[config.mk]
export PLATFORM = sky130hd
export DESIGN_NAME = sram_bus_arbiter
export DESIGN_NICKNAME = d
export VERILOG_FILES = /design/src/rtl/sram_bus_arbiter_pkg.sv /design/src/rtl/sram_bus_arbiter_cycle_seq.sv /design/src/rtl/sram_bus_arbiter.sv
export SDC_FILE = /design/constraint.sdc
export NUM_CORES = 1
export LEC_CHECK = 0
export ABC_AREA = 1
export CAP_MARGIN = 20
export CORE_MARGIN = 2
export CORE_UTILIZATION = 39
export DETAILED_ROUTE_END_ITERATION = 7
export GPL_ROUTABILITY_DRIVEN = 0
export PLACE_DENSITY = 0.88
export RECOVER_POWER = 100
export SETUP_SLACK_MARGIN = 0.02
export SLEW_MARGIN = 25
export SYNTH_ARGS = -nofsm -noshare
export SYNTH_HDL_FRONTEND = slang
export SYNTH_HIERARCHICAL = 1
export SYNTH_SLANG_ARGS = --single-unit
[constraint.sdc]
create_clock -name clk -period 1.6 [get_ports clk]
set_input_delay 0.32 -clock clk [delete_from_list [all_inputs] [get_ports clk]]
set_output_delay 0.32 -clock clk [all_outputs]
set_load 0.02 [all_outputs]
[src/rtl/sram_bus_arbiter_pkg.sv]
// Shared definitions for the SRAM bus arbiter: sequencer state encoding,
// default SRAM address width and requester identifiers.
package sram_bus_arbiter_pkg;

  localparam int SRAM_AW = 21;

  localparam logic REQ_CPU = 1'b0;
  localparam logic REQ_ICD = 1'b1;

  typedef enum logic [1:0] {
    ST_IDLE   = 2'd0,
    ST_SETUP  = 2'd1,
    ST_STROBE = 2'd2,
    ST_HOLD   = 2'd3
  } seq_state_e;

  function automatic int max_int(input int a, input int b);
    return (a > b) ? a : b;
  endfunction

endpackage

[src/rtl/sram_bus_arbiter_cycle_seq.sv]
// Single-port SRAM timing engine: latches one access on start and drives
// registered SETUP / STROBE / HOLD pin timing.
module sram_cycle_seq
  import sram_bus_arbiter_pkg::*;
#(
  parameter int AW     = SRAM_AW,
  parameter int RD_CYC = 2,
  parameter int WR_CYC = 2
) (
  input  logic          clk,
  input  logic          resetn,
  input  logic          start,
  input  logic          rwn,
  input  logic [AW-1:0] addr,
  input  logic [7:0]    wdata,
  output logic [AW-1:0] mem_addr,
  output logic [7:0]    mem_wdata,
  output logic          mem_wdata_oe,
  output logic          m1csn,
  output logic          mrdn,
  output logic          mwrn,
  output logic          busy,
  output logic          last_strobe,
  output logic          rd_capture
);

  localparam int CW = $clog2(max_int(RD_CYC, WR_CYC)) + 1;

  seq_state_e    state_q, state_d;
  logic [CW-1:0] cnt_q, cnt_d;
  logic          rwn_q, rwn_d;
  logic [AW-1:0] addr_q, addr_d;
  logic [7:0]    wdata_q, wdata_d;
  logic          oe_q, oe_d;
  logic          csn_q, csn_d;
  logic          rdn_q, rdn_d;
  logic          wrn_q, wrn_d;
  logic          busy_q, busy_d;

  // Next-state and next-pin computation; every pin value is registered.
  always_comb begin
    state_d = state_q;
    cnt_d   = cnt_q;
    rwn_d   = rwn_q;
    addr_d  = addr_q;
    wdata_d = wdata_q;
    oe_d    = oe_q;
    csn_d   = csn_q;
    rdn_d   = rdn_q;
    wrn_d   = wrn_q;
    case (state_q)
      ST_IDLE: begin
        if (start) begin
          state_d = ST_SETUP;
          rwn_d   = rwn;
          addr_d  = addr;
          wdata_d = wdata;
          oe_d    = ~rwn;
          csn_d   = 1'b0;
        end else begin
          state_d = ST_IDLE;
        end
      end
      ST_SETUP: begin
        state_d = ST_STROBE;
        cnt_d   = rwn_q ? CW'(RD_CYC) : CW'(WR_CYC);
        rdn_d   = ~rwn_q;
        wrn_d   = rwn_q;
      end
      ST_STROBE: begin
        if (cnt_q == CW'(1)) begin
          state_d = ST_HOLD;
          rdn_d   = 1'b1;
          wrn_d   = 1'b1;
        end else begin
          cnt_d = cnt_q - CW'(1);
        end
      end
      ST_HOLD: begin
        state_d = ST_IDLE;
        csn_d   = 1'b1;
        oe_d    = 1'b0;
      end
      default: begin
        state_d = ST_IDLE;
        oe_d    = 1'b0;
        csn_d   = 1'b1;
        rdn_d   = 1'b1;
        wrn_d   = 1'b1;
      end
    endcase
    busy_d = (state_d != ST_IDLE);
  end

  // State and pin registers; reset forces all strobes inactive at once.
  always_ff @(posedge clk or negedge resetn) begin
    if (!resetn) begin
      state_q <= ST_IDLE;
      cnt_q   <= {CW{1'b0}};
      rwn_q   <= 1'b1;
      addr_q  <= {AW{1'b0}};
      wdata_q <= 8'h00;
      oe_q    <= 1'b0;
      csn_q   <= 1'b1;
      rdn_q   <= 1'b1;
      wrn_q   <= 1'b1;
      busy_q  <= 1'b0;
    end else begin
      state_q <= state_d;
      cnt_q   <= cnt_d;
      rwn_q   <= rwn_d;
      addr_q  <= addr_d;
      wdata_q <= wdata_d;
      oe_q    <= oe_d;
      csn_q   <= csn_d;
      rdn_q   <= rdn_d;
      wrn_q   <= wrn_d;
      busy_q  <= busy_d;
    end
  end

  assign mem_addr     = addr_q;
  assign mem_wdata    = wdata_q;
  assign mem_wdata_oe = oe_q;
  assign m1csn        = csn_q;
  assign mrdn         = rdn_q;
  assign mwrn         = wrn_q;
  assign busy         = busy_q;
  assign last_strobe  = (state_q == ST_STROBE) && (cnt_q == CW'(1));
  assign rd_capture   = last_strobe & rwn_q;

endmodule

[src/rtl/sram_bus_arbiter.sv]
// Arbitrates the CPU and ICD ports onto one external SRAM bus, with bounded
// deferral of ICD, and steers the one-cycle ack and read data back.
module sram_bus_arbiter
  import sram_bus_arbiter_pkg::*;
#(
  parameter int AW            = SRAM_AW,
  parameter int RD_CYC        = 2,
  parameter int WR_CYC        = 2,
  parameter int ICD_MAX_DEFER = 4
) (
  input  logic          clk,
  input  logic          resetn,
  input  logic          cpu_req,
  input  logic          cpu_rwn,
  input  logic [AW-1:0] cpu_addr,
  input  logic [7:0]    cpu_wdata,
  output logic          cpu_ack,
  output logic [7:0]    cpu_rdata,
  input  logic          icd_req,
  input  logic          icd_rwn,
  input  logic [AW-1:0] icd_addr,
  input  logic [7:0]    icd_wdata,
  output logic          icd_ack,
  output logic [7:0]    icd_rdata,
  output logic [AW-1:0] mem_addr,
  output logic [7:0]    mem_wdata,
  output logic          mem_wdata_oe,
  input  logic [7:0]    mem_rdata,
  output logic          m1csn,
  output logic          mrdn,
  output logic          mwrn,
  output logic          busy
);

  localparam int DW = (ICD_MAX_DEFER > 0) ? $clog2(ICD_MAX_DEFER + 1) : 1;

  logic          icd_wins_s, start_s, last_s, cap_s;
  logic          seq_rwn_s;
  logic [AW-1:0] seq_addr_s;
  logic [7:0]    seq_wdata_s;
  logic [DW-1:0] defer_q, defer_d;
  logic          grant_q, grant_d;
  logic          cpu_ack_q, cpu_ack_d, icd_ack_q, icd_ack_d;
  logic [7:0]    cpu_rdata_q, cpu_rdata_d, icd_rdata_q, icd_rdata_d;

  // Grant decision in IDLE, deferral bookkeeping and per-port return steering.
  always_comb begin
    if (cpu_req && icd_req) begin
      icd_wins_s = (ICD_MAX_DEFER != 0) && (defer_q == DW'(ICD_MAX_DEFER));
    end else begin
      icd_wins_s = icd_req;
    end
    start_s     = ~busy & (cpu_req | icd_req);
    seq_rwn_s   = icd_wins_s ? icd_rwn   : cpu_rwn;
    seq_addr_s  = icd_wins_s ? icd_addr  : cpu_addr;
    seq_wdata_s = icd_wins_s ? icd_wdata : cpu_wdata;

    if (busy) begin
      defer_d = defer_q;
    end else if (!icd_req || icd_wins_s) begin
      defer_d = {DW{1'b0}};
    end else if (cpu_req && (defer_q != DW'(ICD_MAX_DEFER))) begin
      defer_d = defer_q + DW'(1);
    end else begin
      defer_d = defer_q;
    end

    if (start_s) begin
      grant_d = icd_wins_s ? REQ_ICD : REQ_CPU;
    end else begin
      grant_d = grant_q;
    end

    // last_s is the final STROBE cycle, so these acks land in HOLD.
    cpu_ack_d = last_s && (grant_q == REQ_CPU);
    icd_ack_d = last_s && (grant_q == REQ_ICD);

    if (cap_s && (grant_q == REQ_CPU)) begin
      cpu_rdata_d = mem_rdata;
    end else begin
      cpu_rdata_d = cpu_rdata_q;
    end
    if (cap_s && (grant_q == REQ_ICD)) begin
      icd_rdata_d = mem_rdata;
    end else begin
      icd_rdata_d = icd_rdata_q;
    end
  end

  // Arbiter registers.
  always_ff @(posedge clk or negedge resetn) begin
    if (!resetn) begin
      defer_q     <= {DW{1'b0}};
      grant_q     <= REQ_CPU;
      cpu_ack_q   <= 1'b0;
      icd_ack_q   <= 1'b0;
      cpu_rdata_q <= 8'h00;
      icd_rdata_q <= 8'h00;
    end else begin
      defer_q     <= defer_d;
      grant_q     <= grant_d;
      cpu_ack_q   <= cpu_ack_d;
      icd_ack_q   <= icd_ack_d;
      cpu_rdata_q <= cpu_rdata_d;
      icd_rdata_q <= icd_rdata_d;
    end
  end

  assign cpu_ack   = cpu_ack_q;
  assign icd_ack   = icd_ack_q;
  assign cpu_rdata = cpu_rdata_q;
  assign icd_rdata = icd_rdata_q;

  sram_cycle_seq #(
    .AW     (AW),
    .RD_CYC (RD_CYC),
    .WR_CYC (WR_CYC)
  ) u_seq (
    .clk          (clk),
    .resetn       (resetn),
    .start        (start_s),
    .rwn          (seq_rwn_s),
    .addr         (seq_addr_s),
    .wdata        (seq_wdata_s),
    .mem_addr     (mem_addr),
    .mem_wdata    (mem_wdata),
    .mem_wdata_oe (mem_wdata_oe),
    .m1csn        (m1csn),
    .mrdn         (mrdn),
    .mwrn         (mwrn),
    .busy         (busy),
    .last_strobe  (last_s),
    .rd_capture   (cap_s)
  );

endmodule

==> results of run 1 <==
-- state kept, by name, indices dropped and copies added, names as in the netlist --
signal	flops
u_seq/mem_wdata_oe	1
u_seq/mem_addr	21
cpu_ack	1
u_seq/mwrn	1
u_seq/state_q	2
icd_ack	1
cpu_rdata	8
u_seq/busy	1
grant_q	1
defer_q	3
u_seq/m1csn	1
icd_rdata	8
u_seq/mem_wdata	8
u_seq/rwn_q	1
u_seq/mrdn	1
u_seq/cnt_q	2
-- area by class of cell --
class	count	area, um^2	share of cell area (%)
clock buffers	13	169	3.73
repair buffers	140	1310	29.0
inverters	29	109	2.41
flip-flops and latches	61	1530	33.8
multi-input cells	274	1230	27.3
clock inverters	3	42.5	0.940
well taps	102	128	2.82
-- cell usage after synthesis, drive strengths merged --
cell	instances
inv	28
clkinv	1
a21oi	1
dfstp	4
ha	7
dfrtp	57
buf	18
o21ai	21
nand3	43
nand2	198
nor2	4
-- where the power goes --
group,internal (mW),switching [mW],total (mW)
Clock,0.845,0.580,1.43
Sequential,2.29,0.423,2.71
Combinational,1.37,2.17,3.54
-- cells by family after synthesis --
| logic type | after synthesis | share of synthesized area [%] |
|---|---|---|
| AND/OR/NAND/NOR | 245 | 33.6 |
| adder cells (fa/ha/maj) | 7 | 2.89 |
| flip-flops | 61 | 50.5 |
| AO/OA/AOI/OAI | 22 | 4.62 |
| buffers and inverters | 47 | 8.49 |
-- metal layers --
layer | global-route usage, % | up-vias
met5 | 0 | -
li1 | - | 1450
met1 | 24.7 | 1378
met3 | 5.01 | 13
met2 | 36.1 | 126
met4 | 8.33 | 0
-- repair_timing --
| action | in CTS | in global routing |
|---|---|---|
| endpoints found under the setup margin | 59 | 16 |
| gates resized for setup | 52 | 6 |
| hold buffers | 1 | 0 |
| endpoints found under the hold margin | 45 | 0 |
| setup buffers | 0 | 0 |
-- through the flow --
step / cell area, um^2 / std cells
after global placement: 4400 / 605
final: 4520 / 622
after CTS: 4560 / 622
after global routing: 4520 / 622
after floorplan: 3040 / 382
after detailed placement: 4400 / 605
-- path summary, 6_finish.rpt --
check / to / start
max in group asynchronous: u_seq/mem_addr[7] / resetn
min reg2reg: u_seq/mem_addr[10] / u_seq/mem_addr[10]
min: u_seq/mem_addr[10] / u_seq/mem_addr[10]
min in group asynchronous: u_seq/cnt_q[1] / resetn
max reg2reg: cpu_rdata[4] / u_seq/state_q[0]
max: m1csn / u_seq/m1csn
==> summary.txt, run 1 <==
Clock tree
  • Clk pin slew, worst setup/hold paths: around 0.07 ns
  • Number of CTS-inserted buffers: 9
  • Htree depth: 3
  • CTS tree: yes
  • Root buf cell: clkbuf_8
  • Clk sink count: a little over 60
  • Skew-Pair Late Insertion Delay: 0.33 ns
  • Clock buffer depth: 2

Yosys
  • Synthesized cell area: between 0.003 and 0.004 mm^2
  • Yosys reg bits: slightly above 60
  • Synth area leaders: dfrtp_1, nand2_1, nand3_1
  • Dominant cell type by area after synthesis: dfrtp_1
  • Netlist cell types: 19
  • Post-synthesis sequential area ratio: about half
  • Post-synthesis area per instance: 7.95 um^2
  • Syn. warnings: 6
  • Post-synth top area share: 47.0%
  • Cell count after synthesis: about 380
  • Synth Net Count: between 400 and 500

Floorplanning
  • Die Height: about 90 um
  • Core area: 0.00765 mm^2
  • Initial core utilization: 39.7%
  • Die Area: between 0.008 and 0.009 mm^2
  • Io pins: 124
  • Die extent in x: about 90 um
  • Rows: 32

Cells and area
  • Area Overhead vs Synth: 49.1%
  • Final net count: 594
  • Ant diodes: 0
  • Final core occ: between 50% and 60%
  • Filler cells: 694
  • Most frequent cells in the layout: nand2_1, clkdlybuf4s50_1, dfrtp_1
  • Most common cell after layout, fill and taps aside: nand2_1
  • Fraction of layout cells with a size suffix above 1: approximately 9.2%

Setup path
  • CP Depth: 1
  • CP arrival: ~1.2 ns
  • CP cell instances: dlygate4sd2_1
  • Slowest cell on the critical path: dfstp_2
  • Reg2reg path depth: 8
  • Worst setup SP type: register
  • Max incr delay on CP: between 0.5 and 0.6 ns
  • Crit path max fanout: 2
  • Delay-heaviest family, CP: flip-flops
  • CP bufs+invs: 1
  • Critical Path RT: around 1.3 ns
  • CP Capture Type: output port
  • R2r setup slk: between 0.1 and 0.15 ns
  • Critical path class: register to output port

Timing
  • Fin Setup TNS: 0 ns
  • Final Hold Vio Count: 0
  • Tightest Pin Transition: ~0.8 ns
  • Final setup skew: approximately 0.0073 ns
  • Final setup margin: roughly 0.055 ns
  • RSZ-0062 raised after global routing: no
  • Hold Worst Slack: around 0.48 ns
  • Fin crit share: 96.5%
  • # setup viols final: 0
  • Rel. slew slack: around 47%
  • Max-slew violations: 0
  • Fmax: ~650 MHz
  • Fin crit period: 1.54 ns

Global route
  • Largest net degree at the start of global routing: 62
  • Number of global-route vias before repair: about 3.1k
  • First-pass GRT wire length: about 14 mm
  • Gr ovfl total: 0
  • Initial antenna violation count: 0
  • GRT Util Overall: between 20% and 30%

Placed design
  • Placement Setup Slack: -0.0738 ns
  • Post-DP HPWL: between 6 and 7 mm
  • Input/output buffers: approximately 120

Detailed routing
  • Top Layer Used: met4
  • # DRC: 0
  • Total Wirelength: approximately 8.4 mm
  • Vias per inst: ~4.8
  • WL/cell: ~13 um
  • Metal-1 WL: around 3.5 mm
  • Vias: ~3.0k
  • Met3 WL: between 500 and 600 um
  • DR iter-0 viols: 75
  • Metal2 WL: slightly above 4 mm
  • Drt first pass iters: 4
  • Post-route ant nets: 0

Min path
  • Type of the worst min-delay path: register to register
  • Hold-critical path depth: 2

Power
  • Power, Total: between 7 and 8 mW
  • Power per cell area: 1700 mW/mm^2
  • Peak supply drop: a little under 0.0006 V
  • Leak: about 2.4 nW

Run status
  • Status: finished clean

Flow run
  • Max-Cap Viols: 0
Power figures use the tool's default switching activity.
==> run 2: changes to the inputs <==
Settings changed: HOLD_SLACK_MARGIN set to 0.08, SLEW_MARGIN 25 to 30.
==> results of run 2 <==
No change in the layout: final DEF, timing and power equal those of run 1.
